<file path="config.mk">
export PLATFORM = sky130hd
export DESIGN_NAME = div_sequencer
export DESIGN_NICKNAME = d
export VERILOG_FILES = /design/src/rtl/rv32_pkg.sv /design/src/rtl/div_sign_fix.sv /design/src/rtl/div_sequencer.sv
export SDC_FILE = /design/constraint.sdc
export NUM_CORES = 1
export LEC_CHECK = 0
export CAP_MARGIN = 30
export CELL_PAD_IN_SITES_DETAIL_PLACEMENT = 2
export CELL_PAD_IN_SITES_GLOBAL_PLACEMENT = 2
export CORE_ASPECT_RATIO = 2
export CORE_MARGIN = 1.5
export CORE_UTILIZATION = 31
export CTS_CLUSTER_SIZE = 12
export DETAILED_ROUTE_END_ITERATION = 10
export HOLD_SLACK_MARGIN = 0.15
export PLACE_DENSITY = 0.88
export SLEW_MARGIN = 30
export SYNTH_ARGS = -nofsm -noshare
export SYNTH_HDL_FRONTEND = slang
export SYNTH_SLANG_ARGS = --single-unit
export TNS_END_PERCENT = 1
</file>
<file path="constraint.sdc">
create_clock -name i_clk -period 14.57 [get_ports i_clk]
set_input_delay 4.371 -clock i_clk [delete_from_list [all_inputs] [get_ports i_clk]]
set_output_delay 4.371 -clock i_clk [all_outputs]
set_load 0.05 [all_outputs]
</file>
<file path="src/rtl/rv32_pkg.sv">
// Shared RV32 execute-stage definitions: ALU opsel encodings, M-extension
// divide func3 codes and the divide sequencer state type.
package rv32_pkg;

    // ALU operation select encodings driven onto the shared execute ALU.
    localparam logic [2:0] ALU_OPSEL_ADD  = 3'b000;
    localparam logic [2:0] ALU_OPSEL_SLL  = 3'b001;
    localparam logic [2:0] ALU_OPSEL_SLT  = 3'b010;
    localparam logic [2:0] ALU_OPSEL_SLTU = 3'b011;
    localparam logic [2:0] ALU_OPSEL_XOR  = 3'b100;
    localparam logic [2:0] ALU_OPSEL_SR   = 3'b101;
    localparam logic [2:0] ALU_OPSEL_OR   = 3'b110;
    localparam logic [2:0] ALU_OPSEL_AND  = 3'b111;

    // RV32M divide/remainder func3 codes.
    localparam logic [2:0] F3_DIV  = 3'b100;
    localparam logic [2:0] F3_DIVU = 3'b101;
    localparam logic [2:0] F3_REM  = 3'b110;
    localparam logic [2:0] F3_REMU = 3'b111;

    typedef enum logic [1:0] {
        IDLE = 2'd0,
        ITER = 2'd1,
        FIX  = 2'd2,
        DONE = 2'd3
    } div_state_t;

endpackage

</file>
<file path="src/rtl/div_sign_fix.sv">
// Conditional two's-complement negation, used for operand magnitudes on
// accept and for restoring result signs after the iterations.
module div_sign_fix #(
    parameter int W = 32
) (
    input  logic [W-1:0] value,
    input  logic         neg,
    output logic [W-1:0] result
);

    // Negate when requested, otherwise pass through.
    always_comb begin
        result = neg ? (~value + {{(W-1){1'b0}}, 1'b1}) : value;
    end

endmodule

</file>
<file path="src/rtl/div_sequencer.sv">
// Multi-cycle RV32M divide unit that borrows the execute-stage ALU for 32
// restoring-division steps. Divide-by-zero and signed overflow finish in a
// single cycle without touching the ALU.
module div_sequencer
    import rv32_pkg::*;
#(
    parameter int XLEN = 32
) (
    input  logic            i_clk,
    input  logic            i_rst_n,
    input  logic            i_flush,
    input  logic            i_valid,
    output logic            o_ready,
    input  logic [2:0]      i_func3,
    input  logic [XLEN-1:0] i_op1,
    input  logic [XLEN-1:0] i_op2,
    output logic            o_valid,
    input  logic            i_ready,
    output logic [XLEN-1:0] o_result,
    output logic            o_busy,
    output logic            o_alu_req,
    output logic [2:0]      o_alu_opsel,
    output logic            o_alu_sub,
    output logic            o_alu_unsigned,
    output logic            o_alu_arith,
    output logic [XLEN-1:0] o_alu_op1,
    output logic [XLEN-1:0] o_alu_op2,
    input  logic [XLEN-1:0] i_alu_result,
    input  logic            i_alu_slt
);

    localparam int CNT_W = $clog2(XLEN);
    localparam logic [XLEN-1:0] INT_MIN = {1'b1, {(XLEN-1){1'b0}}};

    div_state_t state_q, state_d;

    logic             is_signed_q, is_rem_q;
    logic             neg_q_q, neg_r_q;
    logic [XLEN-1:0]  rem_q, quo_q, dsr_q, result_q;
    logic [CNT_W-1:0] cnt_q;

    // Request decode: full func3 compare keeps non-divide codes from
    // being mistaken for signed or remainder operations.
    logic is_signed_in, is_rem_in;
    logic div_zero, sgn_ovf, fast, accept;
    logic [XLEN-1:0] op1_mag, op2_mag, fast_result;

    assign is_signed_in = (i_func3 == F3_DIV) || (i_func3 == F3_REM);
    assign is_rem_in    = (i_func3 == F3_REM) || (i_func3 == F3_REMU);
    assign div_zero     = (i_op2 == '0);
    assign sgn_ovf      = is_signed_in && (i_op1 == INT_MIN) && (&i_op2);
    assign fast         = div_zero || sgn_ovf;
    assign accept       = i_valid && (state_q == IDLE) && !i_flush;

    // Divide-by-zero returns all ones / the dividend; overflow returns
    // INT_MIN (which equals the dividend) / zero.
    assign fast_result = div_zero ? (is_rem_in ? i_op1 : '1)
                                  : (is_rem_in ? '0 : i_op1);

    div_sign_fix #(.W(XLEN)) u_abs_op1 (
        .value  (i_op1),
        .neg    (is_signed_in && i_op1[XLEN-1]),
        .result (op1_mag)
    );

    div_sign_fix #(.W(XLEN)) u_abs_op2 (
        .value  (i_op2),
        .neg    (is_signed_in && i_op2[XLEN-1]),
        .result (op2_mag)
    );

    // One restoring step: shift the next dividend bit into the remainder.
    // A carry out of the remainder means the shifted value already exceeds
    // the divisor, and the ALU's 32-bit difference is still correct.
    logic [XLEN-1:0] shifted;
    logic            carry, take;

    assign shifted = {rem_q[XLEN-2:0], quo_q[XLEN-1]};
    assign carry   = rem_q[XLEN-1];
    assign take    = carry || !i_alu_slt;

    // Sign restoration for the selected result.
    logic [XLEN-1:0] fix_out;

    div_sign_fix #(.W(XLEN)) u_fix (
        .value  (is_rem_q ? rem_q : quo_q),
        .neg    (is_rem_q ? neg_r_q : neg_q_q),
        .result (fix_out)
    );

    // State register with synchronous reset.
    always_ff @(posedge i_clk) begin
        // NOTE: registered state uses non-blocking assignments so every
        // flop samples pre-edge values regardless of block ordering.
        if (!i_rst_n) begin
            state_q <= IDLE;
        end else begin
            state_q <= state_d;
        end
    end

    // Next-state and handshake/ALU outputs; ALU pins are idle outside ITER.
    always_comb begin
        // NOTE: every output gets a default first so no path leaves a
        // signal unassigned and infers a latch.
        state_d        = state_q;
        o_ready        = 1'b0;
        o_busy         = 1'b1;
        o_valid        = 1'b0;
        o_alu_req      = 1'b0;
        o_alu_opsel    = 3'b000;
        o_alu_sub      = 1'b0;
        o_alu_unsigned = 1'b0;
        o_alu_arith    = 1'b0;
        o_alu_op1      = '0;
        o_alu_op2      = '0;
        unique case (state_q)
            IDLE: begin
                o_ready = 1'b1;
                o_busy  = 1'b0;
                if (accept) state_d = fast ? DONE : ITER;
            end
            ITER: begin
                o_alu_req      = 1'b1;
                o_alu_opsel    = ALU_OPSEL_ADD;
                o_alu_sub      = 1'b1;
                o_alu_unsigned = 1'b1;
                o_alu_op1      = shifted;
                o_alu_op2      = dsr_q;
                if (cnt_q == '0) state_d = FIX;
            end
            FIX: begin
                state_d = DONE;
            end
            DONE: begin
                o_valid = 1'b1;
                if (i_ready) state_d = IDLE;
            end
            default: state_d = IDLE;
        endcase
        if (i_flush) state_d = IDLE;
    end

    // Operand capture, iteration datapath and result register.
    always_ff @(posedge i_clk) begin
        if (!i_rst_n) begin
            is_signed_q <= 1'b0;
            is_rem_q    <= 1'b0;
            neg_q_q     <= 1'b0;
            neg_r_q     <= 1'b0;
            rem_q       <= '0;
            quo_q       <= '0;
            dsr_q       <= '0;
            cnt_q       <= '0;
            result_q    <= '0;
        end else begin
            unique case (state_q)
                IDLE: begin
                    if (accept) begin
                        is_signed_q <= is_signed_in;
                        is_rem_q    <= is_rem_in;
                        if (fast) begin
                            result_q <= fast_result;
                        end else begin
                            quo_q   <= op1_mag;
                            dsr_q   <= op2_mag;
                            rem_q   <= '0;
                            cnt_q   <= CNT_W'(XLEN - 1);
                            neg_q_q <= is_signed_in && (i_op1[XLEN-1] ^ i_op2[XLEN-1]) && !div_zero;
                            neg_r_q <= is_signed_in && i_op1[XLEN-1];
                        end
                    end
                end
                ITER: begin
                    rem_q <= take ? i_alu_result : shifted;
                    quo_q <= {quo_q[XLEN-2:0], take};
                    cnt_q <= cnt_q - CNT_W'(1);
                end
                FIX: begin
                    result_q <= fix_out;
                end
                default: ;
            endcase
        end
    end

    assign o_result = result_q;

endmodule

</file>
==> flow_results.xml <==
<?xml version="1.0" encoding="UTF-8"?>
<metrics>
  <group name="placement">
    <metric name="numPortBuffers" unit="">206</metric>
    <metric name="area_after_dpl" unit="µm²">11490</metric>
    <metric name="post-dp-hpwl" unit="mm">28.36</metric>
    <metric name="place_congestion" unit="">0.8749</metric>
  </group>
  <group name="critical_path">
    <metric name="crit_path_cell_trace" unit="">clkdlybuf4s50_1, or4_1, or4_1, or4_4, o211a_2, buf_4, a21oi_4, buf_6, nand2_1, a21oi_1</metric>
    <metric name="critical_path_required" unit="ns">14.94</metric>
    <metric name="critPathTopFamily" unit="">simple AND/OR/NAND/NOR gates</metric>
    <metric name="timing.critical_path.buf_inv" unit="">3</metric>
    <metric name="arrival_time_of_data_at_the_critical_path_endpoint" unit="ns">8.48</metric>
    <metric name="critPathSlowestCell" unit="">sky130_fd_sc_hd__or4_1</metric>
    <metric name="critical-path-max-stage-delay" unit="ns">0.70</metric>
    <metric name="r2r_setup_slack" unit="ns">10.45</metric>
    <metric name="timing.critical_path.fanout_max" unit="">98</metric>
    <metric name="path_common_cell" unit="">sky130_fd_sc_hd__or4_1</metric>
    <metric name="setup.worst_path.start_class" unit="">input port</metric>
    <metric name="timing.setup.critical_path_class" unit="">in2reg</metric>
    <metric name="critical_path.endpoint_type" unit="">flip-flop</metric>
  </group>
  <group name="clock_network">
    <metric name="post-cts-setup-buffer-count" unit="">0</metric>
    <metric name="cts_made_buffers" unit="">17</metric>
    <metric name="cts.hold.buffers_added" unit="">0</metric>
    <metric name="cts_tree" unit="">built</metric>
    <metric name="cts_num_sinks" unit="">138</metric>
    <metric name="clock_latency" unit="ns">0.45</metric>
    <metric name="cts_root_buf" unit="">sky130_fd_sc_hd__clkbuf_16</metric>
    <metric name="worst_setup_hold_path_clk_slew" unit="ns">0.06</metric>
    <metric name="htreeDepth" unit="">4</metric>
    <metric name="clock_path_buffers" unit="">2</metric>
    <metric name="post_cts_resize_count" unit="">0</metric>
  </group>
  <group name="logic_synthesis">
    <metric name="syn-mean-instance-area" unit="µm²">7.506</metric>
    <metric name="ys_seq_area_frac" unit="">0.2992</metric>
    <metric name="synthesis.instances" unit="">1230</metric>
    <metric name="synth_flop_cell" unit="">sky130_fd_sc_hd__dfxtp_1</metric>
    <metric name="synthesis.area" unit="µm²">9233</metric>
    <metric name="synth_enable_flop_cells" unit="">0</metric>
    <metric name="synth_cell_types" unit="">62</metric>
    <metric name="number_of_register_bits_inferred_by_synthesis" unit="">138</metric>
    <metric name="yosysWarningCount" unit="">0</metric>
    <metric name="postSynth.asyncResetShare" unit="">0</metric>
  </group>
  <group name="drt">
    <metric name="average_vias_per_placed_instance" unit="">5.746</metric>
    <metric name="detail-route-antenna-nets" unit="">0</metric>
    <metric name="drt_iter0_drcs" unit="">392</metric>
    <metric name="dr_total_vias" unit="">10030</metric>
    <metric name="drt_first_pass_iters" unit="">4</metric>
    <metric name="drt-wirelength-per-cell" unit="µm">22.08</metric>
    <metric name="route.final.wire_length" unit="mm">38.53</metric>
    <metric name="drc_errors" unit="">0</metric>
  </group>
  <group name="timing">
    <metric name="finalClockSkew" unit="ns">0.004694</metric>
    <metric name="pins_over_their_slew_limit" unit="">0</metric>
    <metric name="timing.setup.tns" unit="ns">0</metric>
    <metric name="timing.max_slew.rel_slack" unit="">0.3553</metric>
    <metric name="rsz0062_at_grt" unit="">false</metric>
    <metric name="timing.fmax" unit="MHz">123.2</metric>
    <metric name="worstMarginPinSlew" unit="ns">0.9671</metric>
    <metric name="setup_viol" unit="">0</metric>
    <metric name="min_period" unit="ns">8.118</metric>
    <metric name="hold_violations" unit="">0</metric>
    <metric name="part_of_the_cycle_the_worst_path_needs" unit="">0.5572</metric>
  </group>
  <group name="layout">
    <metric name="multiInputGateArea" unit="µm²">6033</metric>
    <metric name="layout-area-overhead-vs-synth" unit="%">31.29</metric>
    <metric name="final_cell_area" unit="µm²">12120</metric>
    <metric name="drive_above_1_share" unit="">0.05149</metric>
    <metric name="layout_common_cells" unit="">205 x sky130_fd_sc_hd__clkdlybuf4s50_1, 165 x sky130_fd_sc_hd__o21ai_0, 137 x sky130_fd_sc_hd__dfxtp_1</metric>
    <metric name="sequential_area" unit="µm²">2764</metric>
    <metric name="finish.net_count" unit="">1482</metric>
    <metric name="layout_commonest_cell" unit="">sky130_fd_sc_hd__clkdlybuf4s50_1</metric>
    <metric name="filler_cell_count" unit="">3399</metric>
  </group>
  <group name="floorplanning">
    <metric name="die_area" unit="µm²">30890</metric>
    <metric name="coreArea" unit="µm²">29400</metric>
    <metric name="placementRows" unit="">89</metric>
    <metric name="io_pins" unit="">211</metric>
    <metric name="starting_density_of_the_core" unit="">0.3141</metric>
    <metric name="die_x" unit="µm">125.0</metric>
    <metric name="dieHeight" unit="µm">247.1</metric>
  </group>
  <group name="global_routing">
    <metric name="grt.overflow.total" unit="">0</metric>
    <metric name="grt_pass1_wl" unit="mm">60.54</metric>
    <metric name="first_global_vias" unit="">11010</metric>
    <metric name="grt_antenna_before_repair" unit="">2</metric>
    <metric name="grt_start_max_net_pins" unit="">110</metric>
    <metric name="global_routing_usage_summed_across_all_routing_layers" unit="">0.2479</metric>
  </group>
  <group name="pwr">
    <metric name="leakage" unit="nW">3.946</metric>
    <metric name="power-per-cell-area" unit="nW/µm²">91.26</metric>
    <metric name="worst_ir_drop_vdd" unit="mV">0.07806</metric>
  </group>
  <group name="hold_path">
    <metric name="holdCritPathClass" unit="">reg2reg</metric>
  </group>
  <group name="status">
    <metric name="status" unit="">finished, final reports clean</metric>
  </group>
  <group name="flow_run">
    <metric name="drv.max_cap_violation_count" unit="">0</metric>
  </group>
</metrics>
[Yosys cell counts, types with 2 or more instances]
| master | count | area, µm² |
|---|---|---|
| sky130_fd_sc_hd__o211ai_1 | 7 | 52.55 |
| sky130_fd_sc_hd__dfxtp_1 | 138 | 2763 |
| sky130_fd_sc_hd__nor2b_1 | 4 | 25.02 |
| sky130_fd_sc_hd__a31oi_1 | 35 | 219.0 |
| sky130_fd_sc_hd__nor3b_1 | 8 | 60.06 |
| sky130_fd_sc_hd__nand2b_1 | 10 | 62.56 |
| sky130_fd_sc_hd__nor4b_1 | 2 | 17.52 |
| sky130_fd_sc_hd__or3b_2 | 6 | 52.55 |
| sky130_fd_sc_hd__nand4_1 | 11 | 68.82 |
| sky130_fd_sc_hd__nand3_1 | 48 | 240.2 |
| sky130_fd_sc_hd__o22ai_1 | 7 | 43.79 |
| sky130_fd_sc_hd__a41oi_1 | 3 | 26.28 |
| sky130_fd_sc_hd__a211oi_1 | 32 | 240.2 |
| sky130_fd_sc_hd__nand2_1 | 120 | 450.4 |
| sky130_fd_sc_hd__nor2_1 | 75 | 281.5 |
| sky130_fd_sc_hd__clkbuf_1 | 80 | 300.3 |
| sky130_fd_sc_hd__o21ai_0 | 165 | 825.8 |
| sky130_fd_sc_hd__or2_2 | 2 | 12.51 |
| sky130_fd_sc_hd__a22oi_1 | 2 | 15.01 |
| sky130_fd_sc_hd__a311oi_1 | 3 | 26.28 |
| sky130_fd_sc_hd__or4_1 | 13 | 97.59 |
| sky130_fd_sc_hd__ha_1 | 11 | 137.6 |
| sky130_fd_sc_hd__inv_1 | 11 | 41.29 |
| sky130_fd_sc_hd__a211o_1 | 4 | 35.03 |
| sky130_fd_sc_hd__buf_4 | 9 | 67.56 |
| sky130_fd_sc_hd__a21o_1 | 4 | 30.03 |
| sky130_fd_sc_hd__o32ai_1 | 2 | 17.52 |
| sky130_fd_sc_hd__o211a_1 | 2 | 20.02 |
| sky130_fd_sc_hd__nor3_1 | 22 | 110.1 |
| sky130_fd_sc_hd__buf_2 | 13 | 65.06 |
| sky130_fd_sc_hd__xnor2_1 | 39 | 341.6 |
| sky130_fd_sc_hd__or4b_2 | 2 | 20.02 |
| sky130_fd_sc_hd__and2_1 | 72 | 450.4 |
| sky130_fd_sc_hd__mux2i_1 | 39 | 390.4 |
| sky130_fd_sc_hd__a21oi_1 | 69 | 345.3 |
| sky130_fd_sc_hd__xor2_1 | 44 | 385.4 |
| sky130_fd_sc_hd__o21a_1 | 4 | 30.03 |
| sky130_fd_sc_hd__mux2_2 | 2 | 22.52 |
| sky130_fd_sc_hd__o41ai_1 | 9 | 78.83 |
| sky130_fd_sc_hd__or3_1 | 13 | 81.33 |
| sky130_fd_sc_hd__buf_1 | 4 | 15.01 |
| sky130_fd_sc_hd__a222oi_1 | 3 | 30.03 |
| sky130_fd_sc_hd__nand3b_1 | 4 | 30.03 |
| sky130_fd_sc_hd__o31ai_1 | 50 | 375.4 |
| sky130_fd_sc_hd__nor4_1 | 10 | 62.56 |
[power by group]
group	total [mW]	internal (mW)	switching (mW)
Sequential	0.407	0.392	0.0148
Combinational	0.222	0.0834	0.139
Clock	0.477	0.299	0.178
Total	1.11	0.775	0.331
[tightest hold or removal path: cells and delay by family (launching register included)]
| family | cells | cell delay (ns) |
|---|---|---|
| and+or+nand+nor | 1 | 0.05 |
| AOI/OAI and AO/OA | 1 | 0.05 |
| DFF | 1 | 0.31 |
[registers in the layout, indices dropped and copies added (netlist names)]
signal,count
o_result,32
state_q,2
neg_r_q,1
rem_q,32
dsr_q,32
neg_q_q,1
is_rem_q,1
cnt_q,5
quo_q,32
[final timing paths]
| check | end | cells past startpoint | startpoint |
|---|---|---|---|
| max | quo_q[24] | 10 | i_op1[13] |
| min | o_result[2] | 2 | o_result[2] |
| max reg2reg | o_result[20] | 8 | is_rem_q |
| min reg2reg | o_result[2] | 2 | o_result[2] |
[metal layers]
| layer | track usage | vias up | routed length, µm |
|---|---|---|---|
| li1 | - | 4719 | - |
| met1 | 0.2460 | 4962 | 14350 |
| met2 | 0.4823 | 266 | 20990 |
| met3 | 0.05171 | 80 | 1704 |
| met4 | 0.1186 | 0 | 1480 |
| met5 | 0 | - | 0 |
[cells by family (layout without fill, tap and decap cells)]
family	count (synthesis)	in the layout	share of synthesized area
adders and majority gates	11	11	0.01491
other	1	6	0.0004062
AOI/OAI and AO/OA	409	409	0.2708
and+or+nand+nor	428	428	0.2366
xor gates and xnor gates	83	83	0.07874
muxes	41	41	0.04472
buffers and inverters	119	265	0.05461
DFF	138	138	0.2992
[cell type report]
cell class	instances	area share
Inverter	12	0.003716
Multi-Input combinational cell	976	0.4977
Clock buffer	24	0.03974
Antenna cell	2	0.0004129
Clock inverter	8	0.01156
Tap cell	364	0.03757
Timing Repair Buffer	221	0.1813
Sequential cell	138	0.2280
[per-stage QoR]
| step | hold slack, ns | utilization | power (mW) | setup WS (ns) | instances |
|---|---|---|---|---|---|
| 2_1_floorplan | 0.4409 | - | 0.5426 | 7.400 | 1233 |
| 3_3_place_gp | 0.4436 | 0.3891 | 0.6234 | 5.945 | 1709 |
| 3_5_place_dp | 0.4568 | 0.3908 | 0.6345 | 5.801 | 1711 |
| 4_1_cts | 0.4680 | 0.4119 | 1.116 | 6.275 | 1743 |
| 5_1_grt | 0.4795 | 0.4123 | 1.151 | 6.303 | 1745 |
| 6_report | 0.4632 | 0.4123 | 1.106 | 6.452 | 1745 |
Note: power is estimated with default switching activity, not from simulation.
